### config.mk
export PLATFORM = sky130hd
export DESIGN_NAME = uart_tx_packer
export DESIGN_NICKNAME = d
export VERILOG_FILES = /design/src/rtl/uart_tx_packer.sv
export SDC_FILE = /design/constraint.sdc
export NUM_CORES = 1
export LEC_CHECK = 0
export BUFFER_PORTS_ARGS = -buffer_cell sky130_fd_sc_hd__buf_2
export CAP_MARGIN = 20
export CORE_UTILIZATION = 60
export CTS_BUF_LIST = sky130_fd_sc_hd__clkbuf_8
export DETAILED_ROUTE_END_ITERATION = 10
export HOLD_SLACK_MARGIN = 0.12
export PLACE_DENSITY = 0.78
export REMOVE_ABC_BUFFERS = 1
export SLEW_MARGIN = 25
export SYNTH_ARGS = -nofsm -noshare
export SYNTH_HDL_FRONTEND = slang
export SYNTH_SLANG_ARGS = --single-unit
### constraint.sdc
create_clock -name clk -period 5.85 [get_ports clk]
set_clock_uncertainty 0.05 [all_clocks]
set_input_delay 1.17 -clock clk [delete_from_list [all_inputs] [get_ports clk]]
set_output_delay 1.17 -clock clk [all_outputs]
set_load 0.02 [all_outputs]
### src/rtl/uart_tx_packer.sv
// Frames 32-bit words from a small FIFO into 6-byte UART frames: header, four data bytes MSB first, XOR checksum.
// Bytes are handed to the byte transmitter through a single-cycle strobe handshake.
module uart_tx_packer #(
  parameter int         FIFO_DEPTH = 4,
  parameter logic [7:0] HEADER     = 8'hA5
) (
  input  logic        clk,
  input  logic        rst,
  input  logic [31:0] in_data,
  input  logic        in_vld,
  output logic        in_rdy,
  output logic [7:0]  tx_data,
  output logic        tx_vld,
  input  logic        tx_rdy,
  output logic        busy,
  output logic [15:0] frame_cnt
);

  localparam int          AW   = $clog2(FIFO_DEPTH);
  localparam logic [AW:0] FULL = (AW+1)'(FIFO_DEPTH);

  localparam logic [1:0] IDLE  = 2'd0;
  localparam logic [1:0] ISSUE = 2'd1;
  localparam logic [1:0] GUARD = 2'd2;
  localparam logic [1:0] WAIT  = 2'd3;

  logic [31:0]   mem [FIFO_DEPTH];
  logic [AW-1:0] wr_ptr;
  logic [AW-1:0] rd_ptr;
  logic [AW:0]   count;
  logic [31:0]   head;
  logic          push;
  logic          pop;

  logic [1:0]  state;
  logic [2:0]  idx;
  logic [31:0] word;
  logic [7:0]  chk;
  logic [7:0]  cur_byte;

  // in_rdy is held low while reset is asserted so nothing is written into a FIFO being cleared
  assign in_rdy = !rst && (count != FULL);
  assign push   = in_vld && in_rdy;
  assign pop    = (state == IDLE) && (count != '0);
  assign busy   = (state != IDLE) || (count != '0);
  assign head   = mem[rd_ptr];

  always_ff @(posedge clk) begin
    if (push) begin
      mem[wr_ptr] <= in_data;
    end
  end

  always_ff @(posedge clk) begin
    if (rst) begin
      wr_ptr <= '0;
      rd_ptr <= '0;
      count  <= '0;
    end else begin
      if (push) begin
        wr_ptr <= wr_ptr + 1'b1;
      end
      if (pop) begin
        rd_ptr <= rd_ptr + 1'b1;
      end
      case ({push, pop})
        2'b10:   count <= count + 1'b1;
        2'b01:   count <= count - 1'b1;
        default: count <= count;
      endcase
    end
  end

  always_comb begin
    cur_byte = HEADER;
    case (idx)
      3'd0:    cur_byte = HEADER;
      3'd1:    cur_byte = word[31:24];
      3'd2:    cur_byte = word[23:16];
      3'd3:    cur_byte = word[15:8];
      3'd4:    cur_byte = word[7:0];
      default: cur_byte = chk;
    endcase
  end

  // GUARD spends one cycle ignoring tx_rdy, since the transmitter drops it one cycle after the strobe
  always_ff @(posedge clk) begin
    if (rst) begin
      state     <= IDLE;
      idx       <= '0;
      word      <= '0;
      chk       <= '0;
      tx_data   <= '0;
      tx_vld    <= 1'b0;
      frame_cnt <= '0;
    end else begin
      case (state)
        IDLE: begin
          if (pop) begin
            word  <= head;
            chk   <= head[31:24] ^ head[23:16] ^ head[15:8] ^ head[7:0];
            idx   <= '0;
            state <= ISSUE;
          end
        end
        ISSUE: begin
          if (tx_rdy) begin
            tx_data <= cur_byte;
            tx_vld  <= 1'b1;
            state   <= GUARD;
          end
        end
        GUARD: begin
          tx_vld <= 1'b0;
          state  <= WAIT;
        end
        WAIT: begin
          if (tx_rdy) begin
            if (idx == 3'd5) begin
              frame_cnt <= frame_cnt + 16'd1;
              state     <= IDLE;
            end else begin
              idx   <= idx + 3'd1;
              state <= ISSUE;
            end
          end
        end
      endcase
    end
  end

endmodule
# Word level (Yosys, flattened, before mapping)
# Memory sizes are Yosys's and may differ from the RTL's. A register that Yosys moved wholly into a read port is not among the register bits.
# Index checks and enable logic that the tools add are counted.
# Widths: inputs -> output; s select.
dict set report totals {
  regBits 77
  memories 1
  ram_bits 128
}
dict set report op_classes {
  bitwise 3
  n_eq_ne 15
  muxes 17
  reduce_logical 18
  add_sub_neg 6
}
# memory words width rd rd_clocked_by_memory_dff write_ports line_no
set mem_list {}
lappend mem_list {mem 4 32 1 1 1 27} ;# logic [31:0] mem [FIFO_DEPTH];
# cell count
set ops {}
lappend ops {{$pmux 8 s5} 1}
lappend ops {{$xor 8x8->8} 3}
lappend ops {{$add 16x1->16 const B} 1}
lappend ops {{$pmux 3 s2} 2}
lappend ops {{$mux 2} 5}
lappend ops {{$mux 3} 3}
lappend ops {{$ne 2x2->1 const B} 4}
lappend ops {{$pmux 2 s4} 1}
lappend ops {{$reduce_bool 2->1} 4}
lappend ops {{$add 3x1->3 const B} 2}
lappend ops {{$eq 2x2->1 const B} 3}
lappend ops {{$eq 3x2->1 const B} 2}
lappend ops {{$eq 3x3->1 const B} 2}
lappend ops {{$reduce_and 2->1} 3}
lappend ops {{$reduce_and 3->1} 2}
lappend ops {{$add 2x1->2 const B} 2}
lappend ops {{$eq 2x1->1 const B} 2}
lappend ops {{$mux 1} 4}
lappend ops {{$reduce_and 4->1} 1}
lappend ops {{$eq 3x1->1 const B} 1}
lappend ops {{$logic_and 1x1->1} 3}
lappend ops {{$logic_not 3->1} 1}
lappend ops {{$ne 3x3->1 const B} 1}
lappend ops {{$reduce_bool 3->1} 1}
lappend ops {{other kinds (5)} 5}

# Longest topological paths before layout
dict set report depth {
  depth_word 5
  depth_mapped 11
}

# Worst setup path after synthesis
# Ideal clock, no wire load.
dict set report synth_timing {
  path_kind {input port to output port}
  startpoint {input rst}
  endpoint {output in_rdy}
  arrival_ns 1.894
  path_stages 3
  slack_ns 2.736
  path_buffers 2
  path_cell_list {clkbuf_1 -> clkbuf_1 -> a21oi_1}
}
dict set report synth_between {
  elab_chain_cells 2
}
# item line_no
set synth_lines {}
lappend synth_lines {{start: declaration} 8} ;# input logic rst,
lappend synth_lines {{$logic_not 1->1} 42} ;# assign in_rdy = !rst && (count != FULL);
lappend synth_lines {{$logic_and 1x1->1} 42}
lappend synth_lines {{end: declaration} 11} ;# output logic in_rdy,
# Every way passes these cells.

# Worst setup path after layout
# Same ends and word-level chain as after synthesis.

==> impl_metrics.py <==
metrics = {
    "floorplanning": {
        "io_pins": 63,
        "core_area_um2": 13800,
        "die_area_um2": 14600,
        "die_y_um": 121,
        "start_util_pct": 61.4,
        "row_count": 43,
        "die_w_um": 121,
    },
    "detailed_routing": {
        "vias_per_cell": 5.77,
        "num_vias": 5203,
        "wl_per_cell_um": 17.6,
        "firstDrtPassIters": 5,
        "ant_nets": 0,
        "routed_wl_um": 15900,
        "post-route-drc-count": 0,
        "drtIter0Drc": 394,
    },
    "synthesis": {
        "synth-edff-count": 128,
        "synth_top_family_by_area": "simple AND/OR/NAND/NOR gates",
        "synth_xor_area_share_pct": 3.92,
        "synth_largest_area_cell": "edfxtp_1",
        "synthAdderAreaFrac_pct": 2.60,
        "synthSimpleGateAreaFrac_pct": 9.75,
        "synth_top_cell_area_share_pct": 45.3,
        "ys.flop_type": "edfxtp_1",
        "ys_seq_area_share_pct": 64.0,
        "synth_mux_area_share_pct": 9.40,
        "ys_ff_latch": 207,
        "yosys.cell_types.count": 50,
        "async_flop_share_pct": 0,
        "synth_cells": 624,
        "synth_compound_area_share_pct": 7.39,
        "synthesis.area_um2": 8480,
        "synth.area.top_cells": "edfxtp_1 (45%), dfxtp_1 (19%), mux4_1 (4.6%), mux4_2 (4.5%), nand2_1 (3.7%)",
        "avgSynthCellArea_um2": 13.6,
        "yosys_warnings": 0,
    },
    "placed_design": {
        "gp_congestion": 0.806,
        "port_buffers": 62,
        "dp_hpwl_um": 9940,
    },
    "global_routing": {
        "antenna_found_initial": 0,
        "first_global_vias": 5210,
        "grt_use_total_pct": 23.2,
        "grt_pass1_wl_um": 26000,
        "grt_overflow": 0,
        "grt_max_degree": 80,
    },
    "final_layout": {
        "fin_nets": 749,
        "drive_above_1_share_pct": 19.6,
        "syn2layout_area_growth_pct": 13.5,
        "n_antenna_cell": 0,
    },
    "worst_setup_path": {
        "start_kind": "input pin",
        "path_class": "input pin to primary output",
        "critical-path-top-delay-family": "buffers and inverters",
        "crit_path_end": "in_rdy",
        "path_buf_inv": 3,
        "crit_slowest_cell": "buf_4",
        "cp_cell_sequence": "buf_2 > buf_4 > a21oi_1 > buf_2",
        "crit_arrival_ns": 2.20,
        "end_kind": "primary output",
        "cp.depth": 4,
        "crit_required_ns": 4.63,
        "crit_path_max_fanout": 79,
        "worstReg2RegEnd": "mem[3][11]$_DFFE_PP_",
        "rrSetupSlack_ns": 3.23,
        "reg2reg_depth": 4,
        "path_common_cell": "buf_2",
        "max_stage_delay_ns": 0.62,
        "crit_start": "rst",
        "rr_startpoint": "count[0]$_SDFFE_PP0P_",
    },
    "min_path": {
        "hold_path.class": "flop to flop",
    },
    "timing": {
        "post-route-period-util_pct": 58.5,
        "slew_headroom_pct": 39.5,
        "fin_setup_tns_ns": 0,
        "grt_setup_unrepaired": "no",
        "period_needed_ns": 3.42,
        "whs_ns": 0.405,
        "hold_violations": 0,
        "slew_violations": 0,
        "fmax_ghz": 0.292,
        "worstMarginPinSlew_ns": 0.907,
        "final-setup-viol-count": 0,
    },
    "cts": {
        "cts_tree": "built",
        "post_cts_buffers": 0,
        "cts_root_buf": "clkbuf_8",
        "cts_hold_buf": 0,
        "htree_levels": 2,
        "ctsResizeCount": 0,
        "path_clk_slew_ns": 0.05,
        "clk_path_buf_depth": 3,
        "clock_sinks": 207,
        "clock_latency_ns": 0.50,
        "cts_buffers": 34,
    },
    "power_and_ir_drop": {
        "peakVddDrop_v": 0.000256,
        "p_total_mw": 4.29,
        "p_per_area_nw_per_um2": 446,
        "p_leak_nw": 3.39,
    },
    "run": {
        "drv_cap": 0,
    },
    "status": {
        "outcome": "finished clean",
    },
}
[worst reg2reg max path, cell delays in order, from the launching register on]
cell and delay (ns):
dfxtp_1 0.45, nor2_1 0.12, a211oi_2 0.57, and2_1 0.64
buf_4 0.44
[cells in the mapped netlist, drive strengths merged, types with 6 or more instances]
library cell / count
xor2: 23
nand3: 12
nand2: 84
clkbuf: 23
nand4: 8
and2: 7
nor3: 6
buf: 10
a21oi: 54
inv: 17
mux4: 32
nand3b: 6
a22oi: 7
xnor2: 15
edfxtp: 128
o21ai: 9
ha: 16
a211oi: 10
nor2: 36
dfxtp: 79
[cells by family after synthesis]
| family | count (synthesis) |
|---|---|
| buffers and inverters | 51 |
| muxes | 34 |
| xor gates and xnor gates | 38 |
| AOI/OAI and AO/OA | 101 |
| and+or+nand+nor | 176 |
| adders and majority gates | 17 |
| DFF | 207 |
[report_power, final]
part | internal [mW] | switching [mW] | leakage (nW) | total [mW]
clock network | 0.769 | 0.545 | 0.403 | 1.31
registers | 1.77 | 0.151 | 1.81 | 1.92
logic | 0.439 | 0.620 | 1.18 | 1.06
[per-stage QoR]
step                cell area, um^2  instances  util, %  setup WS, ns
floorplan                      8300        591        -          1.64
global placement               8890        839     64.3          2.44
detailed placement             8910        840     64.4          2.43
CTS                            9630        901     69.7          2.41
global route                   9630        901     69.7          2.33
finish                         9630        901     69.7          2.43
[per-layer routing]
metal  global-route usage [%]  part of all wire (%)  up-vias
li1                         -                     -     2467
met1                     29.2                    42     2571
met2                     39.3                    51      148
met3                     5.17                   5.6       17
met4                     8.41                   1.7        0
met5                        0                     0        -
[area by class of cell]
class	instances	area, um^2
flip-flops and latches	207	5430
fillers	904	4200
multi-input cells	366	2810
clock buffers	41	564
repair buffers	69	370
well taps	180	225
clock inverters	20	161
inverters	18	67.6
[sequential cells by signal, indices dropped and copies added (netlist names), named ones only]
register	count
chk	8
count	3
frame_cnt	16
idx	3
mem	128
rd_ptr	2
state	2
tx_data	8
tx_vld	1
word	32
wr_ptr	2
[worst min path at each step]
stage	cells after the start	start	slack [ns]	to
after floorplan	2	word[15]$_SDFFE_PP0P_	0.38	word[15]$_SDFFE_PP0P_
after global placement	2	word[26]$_SDFFE_PP0P_	0.39	word[26]$_SDFFE_PP0P_
after detailed placement	2	word[27]$_SDFFE_PP0P_	0.40	word[27]$_SDFFE_PP0P_
after CTS	2	word[27]$_SDFFE_PP0P_	0.41	word[27]$_SDFFE_PP0P_
after global routing	2	word[6]$_SDFFE_PP0P_	0.43	word[6]$_SDFFE_PP0P_
final	2	word[16]$_SDFFE_PP0P_	0.41	word[16]$_SDFFE_PP0P_
[layout by cell type, fill, tap and decap left out, types with 3 or more instances in the layout]
cell	instances
edfxtp_1	128
nand2_1	84
dfxtp_1	78
buf_2	62
a21oi_1	54
clkbuf_8	41
nor2_1	36
inv_1	26
xor2_1	23
mux4_2	17
ha_1	16
mux4_1	15
xnor2_1	15
nand3_1	12
a211oi_1	9
o21ai_0	8
a22oi_1	7
nand4_1	7
and2_1	6
nand3b_1	6
nor3_1	6
buf_4	6
clkinv_1	5
o2111ai_1	4
o41ai_1	4
o221ai_1	3
or3_1	3
and3_1	3
bufinv_16	3
clkinv_2	3
Power figures use the tool's default switching activity.
